**config.mk**
```make
export PLATFORM = sky130hd
export DESIGN_NAME = divider_pipelined_flat
export DESIGN_NICKNAME = d
export VERILOG_FILES = /design/src/rtl/divider_pkg.sv /design/src/rtl/divider_if.sv /design/src/rtl/divider_stage.sv /design/src/rtl/divider_pipelined.sv /design/src/flat_wrapper.sv
export SDC_FILE = /design/constraint.sdc
export NUM_CORES = 2
export LEC_CHECK = 0
export CAP_MARGIN = 5
export CORE_MARGIN = 4
export CORE_UTILIZATION = 35
export DETAILED_ROUTE_END_ITERATION = 8
export DONT_BUFFER_PORTS = 1
export GPL_TIMING_DRIVEN = 0
export PLACE_DENSITY = 0.54
export SLEW_MARGIN = 5
export SYNTH_ARGS = -nofsm -noshare
export SYNTH_HDL_FRONTEND = slang
export SYNTH_HIERARCHICAL = 1
export SYNTH_SLANG_ARGS = --single-unit
```
**constraint.sdc**
```tcl
create_clock -name clk -period 3.8 [get_ports clk]
set_clock_uncertainty 0.05 [all_clocks]
set_input_delay 0.57 -clock clk [delete_from_list [all_inputs] [get_ports clk]]
set_output_delay 0.57 -clock clk [all_outputs]
set_load 0.02 [all_outputs]
```
**src/rtl/divider_pkg.sv**
```systemverilog
// Shared constants for the pipelined restoring divider.
// LATENCY is input-cycle to output-cycle distance: one input register plus one stage per quotient bit.
package divider_pkg;
  localparam int DEFAULT_WIDTH = 32;
  localparam int LATENCY       = DEFAULT_WIDTH + 1;

  function automatic int latency(input int width);
    return width + 1;
  endfunction
endpackage

```
**src/rtl/divider_if.sv**
```systemverilog
// Operand/result bundle for divider_pipelined; the master issues operands, the slave returns results.
// No ready signal: the divider accepts one operation every cycle.
interface divider_if #(
  parameter int width = 32
) ();
  logic             in_valid;
  logic [width-1:0] a;
  logic [width-1:0] b;
  logic             out_valid;
  logic [width-1:0] q;
  logic [width-1:0] r;
  logic             div_by_zero;

  modport master (
    output in_valid, a, b,
    input  out_valid, q, r, div_by_zero
  );

  modport slave (
    input  in_valid, a, b,
    output out_valid, q, r, div_by_zero
  );
endinterface

```
**src/rtl/divider_stage.sv**
```systemverilog
// One restoring-division step: resolves one quotient bit from the dividend MSB, then registers everything.
// Latency 1 cycle, no backpressure.
import divider_pkg::*;

module divider_stage #(
  parameter int width = DEFAULT_WIDTH
) (
  input  logic             clk,
  input  logic             rst_n,
  input  logic [width:0]   prev_rem,
  input  logic [width-1:0] prev_q,
  input  logic [width-1:0] prev_b,
  input  logic [width-1:0] prev_dvd,
  input  logic             prev_vld,
  input  logic             prev_dbz,
  output logic [width:0]   rem,
  output logic [width-1:0] q,
  output logic [width-1:0] b,
  output logic [width-1:0] dvd,
  output logic             vld,
  output logic             dbz
);
  logic [width:0] t;
  logic [width:0] diff;
  logic           ge;
  logic           unused_bits;

  // The partial remainder is always below b, so its top bit is zero and shifts out safely.
  always_comb begin
    t    = {prev_rem[width-1:0], prev_dvd[width-1]};
    diff = t - {1'b0, prev_b};
    ge   = (t >= {1'b0, prev_b});
  end

  assign unused_bits = prev_rem[width] ^ prev_q[width-1];

  always_ff @(posedge clk or negedge rst_n) begin
    if (!rst_n) begin
      rem <= '0;
      q   <= '0;
      b   <= '0;
      dvd <= '0;
      vld <= 1'b0;
      dbz <= 1'b0;
    end else begin
      rem <= ge ? diff : t;
      q   <= {prev_q[width-2:0], ge};
      b   <= prev_b;
      dvd <= {prev_dvd[width-2:0], 1'b0};
      vld <= prev_vld;
      dbz <= prev_dbz;
    end
  end
endmodule

```
**src/rtl/divider_pipelined.sv**
```systemverilog
// Fully pipelined unsigned restoring divider: q = a/b, r = a mod b, b == 0 gives q = all ones, r = a.
// Latency width+1 cycles, one op per cycle, no backpressure.
import divider_pkg::*;

module divider_pipelined #(
  parameter int width = DEFAULT_WIDTH
) (
  input  logic     clk,
  input  logic     rst_n,
  divider_if.slave io
);
  logic [width:0]   rem_p [0:width];
  logic [width-1:0] q_p   [0:width];
  logic [width-1:0] b_p   [0:width];
  logic [width-1:0] dvd_p [0:width];
  logic             vld_p [0:width];
  logic             dbz_p [0:width];

  logic [width-1:0] a_in;
  logic [width-1:0] b_in;
  logic             vld_in;
  logic             dbz_in;
  logic             unused_tail;

  always_ff @(posedge clk or negedge rst_n) begin
    if (!rst_n) begin
      a_in   <= '0;
      b_in   <= '0;
      vld_in <= 1'b0;
      dbz_in <= 1'b0;
    end else begin
      a_in   <= io.a;
      b_in   <= io.b;
      vld_in <= io.in_valid;
      dbz_in <= (io.b == '0);
    end
  end

  assign rem_p[0] = '0;
  assign q_p[0]   = '0;
  assign b_p[0]   = b_in;
  assign dvd_p[0] = a_in;
  assign vld_p[0] = vld_in;
  assign dbz_p[0] = dbz_in;

  // Stage k resolves quotient bit width-k.
  for (genvar k = 1; k <= width; k++) begin : g_stage
    divider_stage #(.width(width)) u_stage (
      .clk      (clk),
      .rst_n    (rst_n),
      .prev_rem (rem_p[k-1]),
      .prev_q   (q_p[k-1]),
      .prev_b   (b_p[k-1]),
      .prev_dvd (dvd_p[k-1]),
      .prev_vld (vld_p[k-1]),
      .prev_dbz (dbz_p[k-1]),
      .rem      (rem_p[k]),
      .q        (q_p[k]),
      .b        (b_p[k]),
      .dvd      (dvd_p[k]),
      .vld      (vld_p[k]),
      .dbz      (dbz_p[k])
    );
  end

  assign io.out_valid   = vld_p[width];
  assign io.q           = q_p[width];
  assign io.r           = rem_p[width][width-1:0];
  assign io.div_by_zero = dbz_p[width];

  assign unused_tail = ^{rem_p[width][width], b_p[width], dvd_p[width]};
endmodule

```
**src/flat_wrapper.sv**
```systemverilog
// flat-port wrapper written by rule: the top's interface ports become plain ports
module divider_pipelined_flat 
#(
  parameter int width = DEFAULT_WIDTH
)
  (clk, rst_n, io_in_valid, io_a, io_b, io_out_valid, io_q, io_r, io_div_by_zero);
  divider_if #(.width(width)) io_i ();
  input  logic clk;
  input  logic rst_n;
  input wire logic [$bits(io_i.in_valid)-1:0] io_in_valid;
  input wire logic [$bits(io_i.a)-1:0] io_a;
  input wire logic [$bits(io_i.b)-1:0] io_b;
  output wire logic [$bits(io_i.out_valid)-1:0] io_out_valid;
  output wire logic [$bits(io_i.q)-1:0] io_q;
  output wire logic [$bits(io_i.r)-1:0] io_r;
  output wire logic [$bits(io_i.div_by_zero)-1:0] io_div_by_zero;
  assign io_i.in_valid = io_in_valid;
  assign io_i.a = io_a;
  assign io_i.b = io_b;
  assign io_out_valid = io_i.out_valid;
  assign io_q = io_i.q;
  assign io_r = io_i.r;
  assign io_div_by_zero = io_i.div_by_zero;
  divider_pipelined #(.width(width)) u_core (.clk(clk), .rst_n(rst_n), .io(io_i));
endmodule
```
; Yosys cells after proc, flatten, opt, wreduce, memory -nomap -nowiden
; Index checks and enable logic that the tools add are counted.
[word_totals]
register_bits = 3170
latchBits = 0
ramBits = 0
mem_bits_ro = 0
out_inout_bits = 66
word_cells = 291
memories = 0
[classes]
add_sub_neg = 32
mul = 0
n_div = 0
order_cmp = 32
eq_ne = 0
shifts = 0
muxes = 32
bitwise_logic = 0
reduce_logical = 1
[op_table]
columns = op, n
row1 = 2-to-1 mux 32 bit, 32
row2 = greater-or-equal comparator 33 x 32 -> 1 bit, 31
row3 = subtractor 32 bit, 31
row4 = greater-or-equal comparator 1 x 32 -> 1 bit, 1
row5 = logical NOT 32 bit, 1
row6 = subtractor 1 x 32 -> 32 bit, 1

; Depth between registers and ports, before layout
[logic_depth]
word_depth = 2
mapped_depth = 13

; Cells and area by module
; Netlist, hierarchy kept.
[modules_own_cells]
columns = mod, instances, cells_each, area_each_um2, seq_area_each_um2
row1 = divider_stage at u_core.g_stage[23].u_stage ..., 18, 460, 5599.1, 3253.1
row2 = divider_stage at u_core.g_stage[10].u_stage ..., 10, 458, 5418.9, 3253.1
row3 = divider_stage at u_core.g_stage[11].u_stage ..., 3, 501, 5728.0, 3253.1
row4 = divider_stage at u_core.g_stage[22].u_stage, 1, 522, 5686.7, 3253.1
row5 = divider_pipelined, 1, 78, 1727.9, 1651.6

; Least setup slack after synthesis
; OpenSTA, ideal clock, no wires.
[synth_timing]
path_type = reg-to-reg
startpoint = register u_core.g_stage[21].u_stage.rem[9]
endpoint = register u_core.g_stage[22].u_stage.rem[17]
setup_time_ns = 0.128
arrival_ns = 2.904
required_time_ns = 3.622
path_slack_ns = 0.718
stages_incl_launch_ff = 11
n_path_buf = 1
cell_sequence = dfrtp_1 ha_1 a21oi_1 o21ai_0 a221oi_1 nor2_1 nor3_2 o211ai_1 a2111oi_4 buf_2 mux2_1
[synth_between]
elab_chain_len = 2
word_cells_on_any_way = 3
classes_between = add/sub: 1 / order compare: 1 / mux: 1
[synth_rtl]
columns = item, line_no
row1 = start: declaration, divider_stage.sv:16  ; output logic [width:0] rem,
row2 = start signal: assignment, divider_stage.sv:46  ; rem <= ge ? diff : t;
row3 = subtractor 32 bit or greater-or-equal comparator 33 x 32 -> 1 bit (tied branches), "divider_stage.sv:31, divider_stage.sv:32"
row4 = 2-to-1 mux 32 bit *, divider_stage.sv:46
row5 = end signal: assignment, divider_stage.sv:46
row6 = end: declaration, divider_stage.sv:16
; Mark *: on every way between the ends. The rest lies on a longest branch, timed or not.

; Worst setup path in the final report
[layout_timing]
startpoint = register u_core.g_stage[12].u_stage.b[11]
endpoint = register u_core.g_stage[13].u_stage.rem[5]
[layout_between]
elab_chain_len = 2
[layout_rtl]
columns = item, line_no
row1 = start: declaration, divider_stage.sv:18  ; output logic [width-1:0] b,
row2 = start signal: assignment, divider_stage.sv:48  ; b <= prev_b;
row3 = greater-or-equal comparator 33 x 32 -> 1 bit, divider_stage.sv:32  ; ge = (t >= {1'b0, prev_b});
row4 = via u_core.g_stage[13].u_stage.ge, divider_stage.sv:25  ; logic ge;
row5 = 2-to-1 mux 32 bit, divider_stage.sv:46
row6 = end signal: assignment, divider_stage.sv:46
row7 = end: declaration, divider_stage.sv:16
; The timed path passes the listed nets, and every way through them passes these cells.

==> impl_metrics.py <==
metrics = {
    "floorplanning": {
        "die_w_um": 665,
        "num_rows": 240,
        "core_area_um2": 429000,
        "ios": 133,
        "start_util_pct": 35.2,
        "die_h_um": 665,
        "dieArea_um2": 442000,
    },
    "sta": {
        "period_minus_slack_ps": 3530,
        "max_clock_freq_mhz": 283,
        "finalSetupViolations": 0,
        "maxSlewHeadroom_pct": 24.5,
        "worstMarginPinSlew_ps": 1130,
        "setup_tns_ps": 0,
        "holdWs_ps": -691,
        "rsz0062_at_grt": "no",
        "drv_slew": 0,
        "worst_slack_ps": 267,
        "hold_viol_final": 340,
        "fin_crit_sh_pct": 93.0,
    },
    "critical_path": {
        "end_kind": "flip-flop",
        "crit_fanout": 9,
        "worstSetupPathType": "reg -> reg",
        "critPathLaunchType": "flip-flop",
        "cpLargestDelayFamily": "simple AND/OR/NAND/NOR gates",
        "cpPeakStageDelay_ps": 820,
        "crit_required_ps": 4520,
        "crit_path_cell_trace": "inv_1, ha_1, and4_1, nand3_1, nor4_1, a21oi_1, o41ai_2, a21oi_4, buf_6, inv_6, mux2_4",
        "cp_data_arrival_time_ps": 4260,
        "critPathBufInv": 3,
        "slowest_stage": "nor4_1",
    },
    "synth": {
        "syn_area_per_cell_um2": 11.1,
        "synth_warnings": 6,
        "synthesis.area_um2": 151000,
        "netlist_instances": 13600,
    },
    "drt": {
        "postRouteAntennaNets": 0,
        "wl_per_cell_um": 19.4,
        "drt_iter0_drc": 6840,
        "wl_um": 391000,
        "vias": 99600,
        "route.detailed.drc": 0,
        "drt-vias-per-instance": 4.95,
        "first_pass_iters": 9,
    },
    "layout": {
        "areaGrowthSynthToFinish_pct": 14.2,
        "nets": 15300,
        "layout-drive-gt1-share_pct": 10.7,
        "final_cell_mix": "dfrtp_1, inv_1, a21oi_1, ha_1, nand2_1",
        "layout_commonest_cell": "dfrtp_1",
        "stdcell_count": 20100,
        "final_util_pct": 40.2,
    },
    "grt": {
        "grt_usage_pct": 17.4,
        "grt_max_degree": 253,
        "antenna_found_initial": 5,
        "grt-ovfl-total": 0,
        "met1_usage_pct": 22.7,
        "use_met3_pct": 2.04,
        "top_usage_layer": "met2",
        "grt_pass1_vias": 101000,
        "grt_pass1_wl_um": 603000,
        "grt.met2_usage_pct": 30.4,
    },
    "placed_design": {
        "port_buffers": 0,
        "gp_congestion": 0.872,
        "numPlacedInstances": 19400,
        "pre_cts_slack_ps": -1280,
        "hpwl_um": 298000,
    },
    "clock_tree": {
        "numCtsBuffers": 361,
        "htree_levels": 5,
        "clk_pin_slew_ps": 60,
        "clock_path_buffers": 4,
        "cts_tree": "done",
        "clk-insertion-delay-late_ps": 920,
        "root_buffer": "clkbuf_16",
        "clock-sinks": 3170,
    },
    "status": {
        "violations": "negative hold slack",
        "status": "finished with violations",
    },
    "min_path": {
        "hold_class": "in -> async",
    },
    "pwr": {
        "power_frac_clock_pct": 22.0,
        "switching_power_mw": 66.4,
        "p_seq_share_pct": 30.4,
        "p_sw_share_pct": 40.4,
        "internal_power_mw": 97.8,
        "ir_drop_mv": 0.556,
        "p_leak_nw": 79.9,
        "p_per_area_nw_per_um2": 952,
        "combPwrFrac_pct": 47.5,
    },
    "flow_run": {
        "cap_violations": 0,
    },
}
-- metal layers --
metal / routed length [um] / share of wire, % / vias up
li1: - / - / 48100
met1: 171000 / 44 / 48900
met2: 194000 / 50 / 2031
met3: 15700 / 4.0 / 583
met4: 10600 / 2.7 / 0
met5: 0 / 0 / -
-- through the flow --
stage                     cell area [um2]  total power [mW]
after floorplan                    151000               106
final                              172000               164
after detailed placement           159000               128
after global placement             158000               128
after CTS                          172000               166
after global routing               172000               176
-- worst reg2reg max path, stage by stage (launching register included) --
cell     delay, ps
dfrtp_1        400
inv_1           60
ha_1           410
and4_1         340
nand3_1        140
nor4_1         820
a21oi_1        290
o41ai_2        140
a21oi_4         80
buf_6          180
inv_6          150
mux2_4         330
-- cell type report --
| type | count | area, um2 |
|---|---|---|
| tap | 5687 | 7120 |
| buffer | 341 | 2850 |
| fill | 41200 | 256000 |
| timing repair buffer | 100 | 1400 |
| clock inverter | 184 | 2320 |
| clock buffer | 480 | 10300 |
| inverter | 1349 | 5100 |
| antenna | 10 | 25.0 |
| multi-input combinational | 8826 | 64000 |
| sequential | 3170 | 79300 |
-- power groups by stage --
stage	sequential, mW	clock (mW)	combinational (mW)
6_report	50.0	36.2	78.1
3_5_place_dp	50.9	0	77.4
3_3_place_gp	50.9	0	76.7
5_1_grt	50.9	39.0	86.1
2_1_floorplan	47.4	0	58.7
4_1_cts	50.3	37.7	78.0
-- final timing paths --
check / start / to / slack (ps) / cells past startpoint
worst max-delay path: u_core/g_stage[12].u_stage/b[11] / u_core/g_stage[13].u_stage/rem[5] / 270 / 11
worst min-delay path: rst_n / u_core/g_stage[19].u_stage/dvd[28] / -690 / 0
worst max register to register: u_core/g_stage[12].u_stage/b[11] / u_core/g_stage[13].u_stage/rem[5] / 270 / 11
worst min register to register: u_core/a_in[6] / u_core/g_stage[1].u_stage/dvd[7] / 280 / 0
max in group asynchronous: rst_n / u_core/g_stage[11].u_stage/dvd[12] / 700 / 4
min in group clk: io_a[15] / u_core/a_in[15] / 150 / 1
-- flip-flops by register name, summed over array words and instances, names as in the netlist --
register,flops
u_core/a_in,32
u_core/b_in,32
u_core/dbz_in,1
u_core/g_stage.u_stage/b,992
u_core/g_stage.u_stage/dbz,32
u_core/g_stage.u_stage/dvd,496
u_core/g_stage.u_stage/q,528
u_core/g_stage.u_stage/rem,1024
u_core/g_stage.u_stage/vld,32
u_core/vld_in,1
-- repair_timing --
| item | 4_1_cts | 5_1_grt |
|---|---|---|
| endpoints found under the setup margin | 201 | 187 |
| hold endpoints to repair | 666 | 521 |
| hold buffers | 72 | 6 |
| setup buffers | 3 | 0 |
| gates resized for setup | 0 | 2 |
| gates cloned | 1 | 1 |
| pin swaps | 1 | 0 |
(Power assumes the default switching activity.)
